$ cat src/rtl/loader_pkg.sv
// Shared types and defaults for the byte-stream program loader.
// Holds the FSM state encoding and the bus width defaults.
package loader_pkg;

   localparam int LOADER_ADDR_W         = 12;
   localparam int LOADER_INSTR_W        = 19;
   localparam int LOADER_BYTES_PER_WORD = 3;
   localparam int LOADER_LEN_W          = 12;

   typedef enum logic [3:0] {
      S_LEN_HI,
      S_LEN_LO,
      S_B0,
      S_B1,
      S_B2,
      S_WRITE,
      S_CHK,
      S_DONE,
      S_ERR
   } loader_state_t;

   // States in which the loader offers byte_ready.
   function automatic logic is_accepting(input loader_state_t st);
      return (st == S_LEN_HI) || (st == S_LEN_LO) || (st == S_B0) ||
             (st == S_B1) || (st == S_B2) || (st == S_CHK);
   endfunction

endpackage

$ cat src/rtl/program_loader_if.sv
// Load-stream input and instruction-memory write/status bundle.
// The master side is the loader, the slave side is the stream source / memory.
interface program_loader_if
   import loader_pkg::*;
#(
   parameter int ADDR_W  = LOADER_ADDR_W,
   parameter int INSTR_W = LOADER_INSTR_W
);
   logic [7:0]         byte_in;
   logic               byte_valid;
   logic               byte_ready;
   logic               im_write_en;
   logic [ADDR_W-1:0]  im_write_addr;
   logic [INSTR_W-1:0] im_write_data;
   logic               core_rst;
   logic               load_done;
   logic               load_error;

   modport master (
      input  byte_in, byte_valid,
      output byte_ready, im_write_en, im_write_addr, im_write_data,
             core_rst, load_done, load_error
   );

   modport slave (
      output byte_in, byte_valid,
      input  byte_ready, im_write_en, im_write_addr, im_write_data,
             core_rst, load_done, load_error
   );
endinterface

$ cat src/rtl/instr_assembler.sv
// Shifts bytes in MSB-first; after three loads the low WORD_W bits hold
// {B0[2:0], B1, B2}, so the unused upper bits of B0 fall off the top.
module instr_assembler
   import loader_pkg::*;
#(
   parameter int WORD_W = LOADER_INSTR_W
) (
   input  logic              clk,
   input  logic              rst,
   input  logic              load_en,
   input  logic [7:0]        byte_in,
   output logic [WORD_W-1:0] word
);
   logic [WORD_W-1:0] word_q;
   logic [WORD_W-1:0] word_d;

   always_comb begin
      word_d = word_q;
      if (load_en) begin
         word_d = {word_q[WORD_W-9:0], byte_in};
      end
   end

   always_ff @(posedge clk) begin
      if (rst) begin
         word_q <= '0;
      end else begin
         word_q <= word_d;
      end
   end

   assign word = word_q;
endmodule

$ cat src/rtl/program_loader.sv
// Byte-stream loader: length header, 3-byte instruction words, XOR checksum.
// Holds the core in reset until a complete image with a good checksum arrives.
module program_loader
   import loader_pkg::*;
#(
   parameter int ADDR_W  = LOADER_ADDR_W,
   parameter int INSTR_W = LOADER_INSTR_W
) (
   input logic               clk,
   input logic               rst,
   program_loader_if.master  bus
);
   loader_state_t           state_q, state_d;
   logic [ADDR_W-1:0]       addr_q, addr_d;
   logic [LOADER_LEN_W-1:0] word_cnt_q, word_cnt_d;
   logic [LOADER_LEN_W-1:0] len_q, len_d;
   logic [7:0]              xor_q, xor_d;
   logic                    byte_ready_q, byte_ready_d;
   logic                    write_en_q, write_en_d;
   logic                    core_rst_q, core_rst_d;
   logic                    done_q, done_d;
   logic                    err_q, err_d;
   logic                    xfer;
   logic                    asm_en;
   logic [INSTR_W-1:0]      asm_word;

   instr_assembler #(.WORD_W(INSTR_W)) u_asm (
      .clk     (clk),
      .rst     (rst),
      .load_en (asm_en),
      .byte_in (bus.byte_in),
      .word    (asm_word)
   );

   always_comb begin
      state_d    = state_q;
      addr_d     = addr_q;
      word_cnt_d = word_cnt_q;
      len_d      = len_q;
      xor_d      = xor_q;
      asm_en     = 1'b0;
      xfer       = bus.byte_valid && byte_ready_q;

      case (state_q)
         S_LEN_HI: if (xfer) begin
            len_d[11:8] = bus.byte_in[3:0];
            xor_d       = xor_q ^ bus.byte_in;
            state_d     = S_LEN_LO;
         end
         S_LEN_LO: if (xfer) begin
            len_d[7:0] = bus.byte_in;
            xor_d      = xor_q ^ bus.byte_in;
            state_d    = ({len_q[11:8], bus.byte_in} == '0) ? S_CHK : S_B0;
         end
         S_B0, S_B1, S_B2: if (xfer) begin
            asm_en  = 1'b1;
            xor_d   = xor_q ^ bus.byte_in;
            state_d = (state_q == S_B0) ? S_B1 :
                      (state_q == S_B1) ? S_B2 : S_WRITE;
         end
         S_WRITE: begin
            addr_d     = addr_q + ADDR_W'(1);
            word_cnt_d = word_cnt_q + LOADER_LEN_W'(1);
            state_d    = (word_cnt_d == len_q) ? S_CHK : S_B0;
         end
         S_CHK: if (xfer) begin
            state_d = (bus.byte_in == xor_q) ? S_DONE : S_ERR;
         end
         default: state_d = state_q;
      endcase

      // Outputs are registered from the next state so they line up with it.
      byte_ready_d = is_accepting(state_d);
      write_en_d   = (state_d == S_WRITE);
      core_rst_d   = (state_d != S_DONE);
      done_d       = (state_d == S_DONE);
      err_d        = (state_d == S_ERR);
   end

   always_ff @(posedge clk) begin
      if (rst) begin
         state_q      <= S_LEN_HI;
         addr_q       <= '0;
         word_cnt_q   <= '0;
         len_q        <= '0;
         xor_q        <= '0;
         byte_ready_q <= 1'b1;
         write_en_q   <= 1'b0;
         core_rst_q   <= 1'b1;
         done_q       <= 1'b0;
         err_q        <= 1'b0;
      end else begin
         state_q      <= state_d;
         addr_q       <= addr_d;
         word_cnt_q   <= word_cnt_d;
         len_q        <= len_d;
         xor_q        <= xor_d;
         byte_ready_q <= byte_ready_d;
         write_en_q   <= write_en_d;
         core_rst_q   <= core_rst_d;
         done_q       <= done_d;
         err_q        <= err_d;
      end
   end

   // Reset arriving during S_WRITE must suppress that cycle's strobe.
   assign bus.im_write_en   = write_en_q & ~rst;
   assign bus.im_write_addr = addr_q;
   assign bus.im_write_data = asm_word;
   assign bus.byte_ready    = byte_ready_q;
   assign bus.core_rst      = core_rst_q;
   assign bus.load_done     = done_q;
   assign bus.load_error    = err_q;
endmodule

$ cat src/flat_wrapper.sv
// flat-port wrapper written by rule: the top's interface ports become plain ports
module program_loader_flat import loader_pkg::*;
#(
   parameter int ADDR_W  = LOADER_ADDR_W,
   parameter int INSTR_W = LOADER_INSTR_W
)
  (clk, rst, bus_byte_in, bus_byte_valid, bus_byte_ready, bus_im_write_en, bus_im_write_addr, bus_im_write_data, bus_core_rst, bus_load_done, bus_load_error);
  program_loader_if #(.ADDR_W(ADDR_W), .INSTR_W(INSTR_W)) bus_i ();
  input logic clk;
  input logic rst;
  input wire logic [$bits(bus_i.byte_in)-1:0] bus_byte_in;
  input wire logic [$bits(bus_i.byte_valid)-1:0] bus_byte_valid;
  output wire logic [$bits(bus_i.byte_ready)-1:0] bus_byte_ready;
  output wire logic [$bits(bus_i.im_write_en)-1:0] bus_im_write_en;
  output wire logic [$bits(bus_i.im_write_addr)-1:0] bus_im_write_addr;
  output wire logic [$bits(bus_i.im_write_data)-1:0] bus_im_write_data;
  output wire logic [$bits(bus_i.core_rst)-1:0] bus_core_rst;
  output wire logic [$bits(bus_i.load_done)-1:0] bus_load_done;
  output wire logic [$bits(bus_i.load_error)-1:0] bus_load_error;
  assign bus_i.byte_in = bus_byte_in;
  assign bus_i.byte_valid = bus_byte_valid;
  assign bus_byte_ready = bus_i.byte_ready;
  assign bus_im_write_en = bus_i.im_write_en;
  assign bus_im_write_addr = bus_i.im_write_addr;
  assign bus_im_write_data = bus_i.im_write_data;
  assign bus_core_rst = bus_i.core_rst;
  assign bus_load_done = bus_i.load_done;
  assign bus_load_error = bus_i.load_error;
  program_loader #(.ADDR_W(ADDR_W), .INSTR_W(INSTR_W)) u_core (.clk(clk), .rst(rst), .bus(bus_i));
endmodule
$ cat config.mk
export PLATFORM = sky130hd
export DESIGN_NAME = program_loader_flat
export DESIGN_NICKNAME = d
export VERILOG_FILES = /design/src/rtl/loader_pkg.sv /design/src/rtl/program_loader_if.sv /design/src/rtl/instr_assembler.sv /design/src/rtl/program_loader.sv /design/src/flat_wrapper.sv
export SDC_FILE = /design/constraint.sdc
export NUM_CORES = 1
export LEC_CHECK = 0
export BUFFER_PORTS_ARGS = -buffer_cell sky130_fd_sc_hd__buf_4
export CAP_MARGIN = 25
export CORE_ASPECT_RATIO = 0.75
export CORE_MARGIN = 8
export CORE_UTILIZATION = 64
export CTS_BUF_LIST = sky130_fd_sc_hd__clkbuf_2 sky130_fd_sc_hd__clkbuf_4 sky130_fd_sc_hd__clkbuf_8
export DETAILED_ROUTE_END_ITERATION = 8
export GPL_ROUTABILITY_DRIVEN = 0
export PLACE_DENSITY_LB_ADDON = 0.1
export SETUP_SLACK_MARGIN = 0.1
export SLEW_MARGIN = 25
export SYNTH_ARGS = -nofsm -noshare
export SYNTH_HDL_FRONTEND = slang
export SYNTH_SLANG_ARGS = --single-unit
export TNS_END_PERCENT = 1
$ cat constraint.sdc
create_clock -name clk -period 3.18 [get_ports clk]
set_input_delay 0.318 -clock clk [delete_from_list [all_inputs] [get_ports clk]]
set_output_delay 0.318 -clock clk [all_outputs]
set_load 0.05 [all_outputs]
# == After elaboration in Yosys (flattened, before gate mapping) ==
# Index checks and enable logic that the tools add are counted.
# totals
ff_bits,72
input_bits,11
out_inout_bits,36
word_cells,60
# op_classes
n_addsub,2
eq_ne,17
n_mux,12
n_bitwise,3
n_reduce_logical,14
# ops
cell,n
$eq A4 B3 Y1 const B,7
$add A12 B1 Y12 const B,2
$mux W4,6
$pmux W4 S5,1
$eq A4 B2 Y1 const B,4
$eq A12 B12 Y1,1
$logic_not A12 Y1,1
$eq A4 B1 Y1 const B,2
$eq A8 B8 Y1,1
$logic_not A4 Y1,2
$xor A8 B8 Y8,1
$mux W3,2
$reduce_and A2 Y1,3
$logic_or A1 B1 Y1,5
$reduce_or A5 Y1,1
$eq A4 B4 Y1 const B,1
$ne A4 B3 Y1 const B,1
$mux W1,3
$reduce_or A3 Y1,1
$and A1 B1 Y1,1
$logic_and A1 B1 Y1,1
$not A1 Y1,1

# == Longest topological paths before layout ==
# logic_depth
ltp_word,11
ltp_mapped,8

# == Hierarchy ==
# A second synthesis with hierarchy kept.
# hier_totals
cells_unflattened,380
hier_area_um2,3378.2
# modules_own_cells
mod,n_inst,cells_each,area_each_um2,seq_area_each_um2
program_loader,1,319,2695.1,1061.0
instr_assembler,1,61,683.2,380.4

# == Least setup slack after synthesis ==
# No wires, ideal clock.
# synth_timing
path_type,flip-flop to flip-flop
from,register u_core.byte_ready_q (netlist: u_core.bus.byte_ready)
to,register u_core.err_q (netlist: u_core.bus.load_error)
setup_time_ns,0.116
t_arrival_ns,1.933
slack_ns,1.131
stages_incl_launch_ff,8
n_path_buf,1
synth_period_minus_slack_ns,2.049
cell_sequence,dfxtp_1 nand4b_1 or3_1 buf_2 o211ai_1 a41oi_1 o21a_1 and4_1
# synth_between
elab_chain_len,4
# synth_lines
element,line,source
"start, declared",program_loader.sv:18,"logic byte_ready_q, byte_ready_d;"
"start signal, assigned",program_loader.sv:98,byte_ready_q <= byte_ready_d;
$logic_and A1 B1 Y1 (*),program_loader.sv:42,xfer = bus.byte_valid && byte_ready_q;
$mux W4 (on tied branches),-,
$pmux W4 S5 (*),program_loader.sv:44,case (state_q)
$eq A4 B4 Y1 (*),program_loader.sv:77,err_d = (state_d == S_ERR);
"end signal, assigned",program_loader.sv:102,err_q <= err_d;
"end, declared",program_loader.sv:22,"logic err_q, err_d;"
# Mark *: on every way between the ends. The rest lies on a longest branch, timed or not.
# A chain may end at the register's enable or synchronous reset.

# == Worst setup path after layout ==
# layout_timing
from,register u_core.word_cnt_q[0]
to,register u_core.err_q (netlist: u_core.bus.load_error)
# layout_between
elab_chain_len,5
# layout_lines
element,line,source
"start, declared",program_loader.sv:15,"logic [LOADER_LEN_W-1:0] word_cnt_q, word_cnt_d;"
"start signal, assigned",program_loader.sv:95,word_cnt_q <= word_cnt_d;
$add A12 B1 Y12,program_loader.sv:63,word_cnt_d = word_cnt_q + LOADER_LEN_W'(1);
$eq A12 B12 Y1,program_loader.sv:64,state_d = (word_cnt_d == len_q) ? S_CHK : S_B0;
$mux W3,program_loader.sv:64,
$pmux W4 S5,program_loader.sv:44,
$eq A4 B4 Y1,program_loader.sv:77,
# Every way passes these cells.

==> run summary <==
Clock tree buffer depth = 2
Slowest Stage Delay on Critical Path = 0.48 ns
Most frequent cell after synthesis = dfxtp_1
Setup violators final = 0
Synthesized Nets = 393
Path category of the worst min-delay check = input port to flip-flop
Number of fill cells in the layout = 391
TritonCTS clock tree = yes
Max layer used = met4
Clock sinks = 72
CP Depth = 7
Clock latency on the worst-skew pair = 0.35 ns
Core Area = 5210 µm²
RSZ-0062 raised after global routing = false
Seq cells post-synth = 72
Total negative setup slack = 0 ns
Die Height = 78.8 µm
Status = complete, no violations
Drt first pass iters = 4
Clk slew on worst S/H paths = 0.07 ns
H-tree depth = 3
WL met1 = 3420 µm
Worst Hold Path Cells = 3
GRT overflow = 0
R2R Setup Slk = 0.84 ns
Via/cell ratio = 5.51
Fin util = 75.2%
Startpoint type of the worst setup path = flip-flop
Hold Vio Cnt, Final = 0
Leakage = 1.73 nW
Total vias in the final route = 2748
Arr. time, crit path = 2.58 ns
Cells on worst reg2reg path = 7
Layout area overhead = 16.5%
Sequential-to-total area share from yosys stat = 42.9%
Primary FF master, synth = dfxtp_1
Initial Util = 64.5%
CP cell instances = ha_1 > nand4_1 > nor3_1 > mux2i_1 > o211ai_1 > o21a_1 > and4_1
Global-route wire length before repair = 12300 µm
Post-cts gate resize count = 0
Number of distinct library cells after synthesis = 47
Post-route cell area = 3920 µm²
FF/Latch Area = 1440 µm²
Part of the cycle the worst path needs = 73.5%
DRT Wirelength = 7320 µm
Met3 WL = 317 µm
Die W = 99.7 µm
Synth Cell Area = 3360 µm²
Peak VDD IR = 0.000330 V
Worst R2R End = u_core.bus.load_error$_SDFF_PP0_
Max cap viols = 0
Setup Skew = 0.00780 ns
Largest delay share family, worst path = simple AND/OR/NAND/NOR gates
WL/cell = 14.7 µm
Worst Path Max Fanout = 7
Largest net degree at the start of global routing = 72
Boundary pin count = 47
Synth cell count leaders = dfxtp_1, nor2_1, mux2i_1
Area share of the leading cell type in the synthesized netlist = 42.9%
Max-slew violation count = 0
PortBufs = 46
Pwr/cell area = 460 nW/µm²
Drt drc = 0
RR Startpoint = u_core.word_cnt_q[0]$_SDFFE_PP0P_
Worst Hold End = u_core.len_q[6]$_SDFFE_PP0P_
CP endpoint kind = flip-flop
Root buffer cell = clkbuf_8
Yosys warns = 0
1st-iter DRT viols = 151
Vias in the first global route = 2615
Post-synth EDFFs = 0
Metal2 WL = 3460 µm
Die ar. = 7850 µm²
Mean post-synth cell area = 8.84 µm²
WP data required = 3.42 ns
CTS Buf Count = 9
CP max stage cell = dfxtp_1
GRT Resource Usage Total = 19.4%
Asr flop ratio synth = 0%
Post-CTS setup buffer count = 0
Slew headroom = 48.3%
WP buf/inv = 0
Peak Freq = 428 MHz
Worst Max-Slew Pin Slew = 0.775 ns
Fraction of layout cells with a size suffix above 1 = 16.5%
Hold Buf Count CTS = 0
Minimum clock period = 2.34 ns
Site row count = 23
Antenna-violating nets left = 0
Hold path startpoint = bus_byte_in[6]
Setup CP Type = flip-flop to flip-flop
Final #Nets = 433
Post-DP HPWL = 5160 µm
Area contributors post-synth = dfxtp_1, mux2i_1, nor2_1
Largest area contributor in the synthesized netlist = dfxtp_1
Syn Inst Count = 380
Initial antenna violation count = 0
Number of diodes = 0
Placed Area = 3730 µm²
Multi-input gate area = 1810 µm²
[cells in the final DEF, fill, tap and decap left out, drive strengths merged, types with 3 or more instances in the layout]
cell / n
clkinv: 4
o21ai: 11
o21a: 3
nor4: 4
xnor2: 24
a21oi: 10
nand4: 11
buf: 48
nor3: 4
dfxtp: 72
and3: 3
nand2: 27
mux2i: 33
o211ai: 6
and4: 3
xor2: 22
clkbuf: 9
nor2b: 7
nand3: 12
or3: 6
inv: 6
nor2: 71
[per-stage QoR]
stage                     total power, mW  hold slack (ns)  cells  setup WS, ns
after floorplan                      1.09            0.462    380          1.13
after global placement               1.13            0.477    484          1.01
after detailed placement             1.13            0.488    484         0.888
after CTS                            1.81            0.249    499         0.865
after global routing                 1.88            0.278    499         0.541
final                                1.80            0.255    499         0.841
[report_power, final]
| group | switching, mW | internal (mW) | total [mW] |
|---|---|---|---|
| registers | 0.0247 | 0.924 | 0.949 |
| clock network | 0.333 | 0.355 | 0.687 |
| logic | 0.0947 | 0.0708 | 0.166 |
| total | 0.452 | 1.35 | 1.80 |
[logic make-up (layout without fill, tap and decap cells)]
| logic type | Yosys count | after routing | synth area share, % |
|---|---|---|---|
| adders and majority gates | 2 | 2 | 0.744 |
| DFF | 72 | 72 | 42.9 |
| and+or+nand+nor | 161 | 161 | 23.2 |
| AOI/OAI and AO/OA | 41 | 41 | 8.04 |
| xor gates and xnor gates | 46 | 46 | 12.0 |
| buffers and inverters | 25 | 69 | 3.31 |
| muxes | 33 | 33 | 9.83 |
[registers in the layout (all words and copies together) (netlist names)]
register	cells
u_core.bus.load_error	1
u_core.bus.byte_ready	1
u_core.len_q	12
u_core.state_q	4
u_core.bus.load_done	1
u_core.write_en_q	1
u_core.bus.im_write_addr	12
u_core.u_asm.word	19
u_core.bus.core_rst	1
u_core.xor_q	8
u_core.word_cnt_q	12
[layout make-up]
type	count	share of cell area, %
sequential	72	36.8
inverter	6	0.575
timing repair buffer	48	9.20
clock buffer	9	3.16
clock inverter	6	1.57
tap	75	2.40
multi-input combinational	283	46.3
[worst min-delay path, delay by kind of cell]
kind | cells | cell delay, ns
buf+inv | 1 | 0.11
mux | 1 | 0.07
simple gates | 1 | 0.07
[layer usage]
layer / vias up / track usage [%]
met5: - / 0
met4: 0 / 7.98
met3: 13 / 6.03
met2: 54 / 30.6
met1: 1292 / 24.0
li1: 1389 / -
[how the worst max path moves through the flow]
stage                                            end  slack (ns)                               from
finish              u_core.bus.load_error$_SDFF_PP0_        0.84  u_core.word_cnt_q[0]$_SDFFE_PP0P_
global route        u_core.bus.load_error$_SDFF_PP0_        0.54  u_core.word_cnt_q[0]$_SDFFE_PP0P_
CTS                 u_core.bus.load_error$_SDFF_PP0_        0.87  u_core.word_cnt_q[0]$_SDFFE_PP0P_
detailed placement  u_core.bus.load_error$_SDFF_PP0_        0.89  u_core.word_cnt_q[0]$_SDFFE_PP0P_
global placement    u_core.bus.load_error$_SDFF_PP0_        1.01  u_core.word_cnt_q[0]$_SDFFE_PP0P_
floorplan           u_core.bus.load_error$_SDFF_PP0_        1.13   u_core.bus.byte_ready$_SDFF_PP1_
No activity file was read; power rests on OpenSTA's default activity.
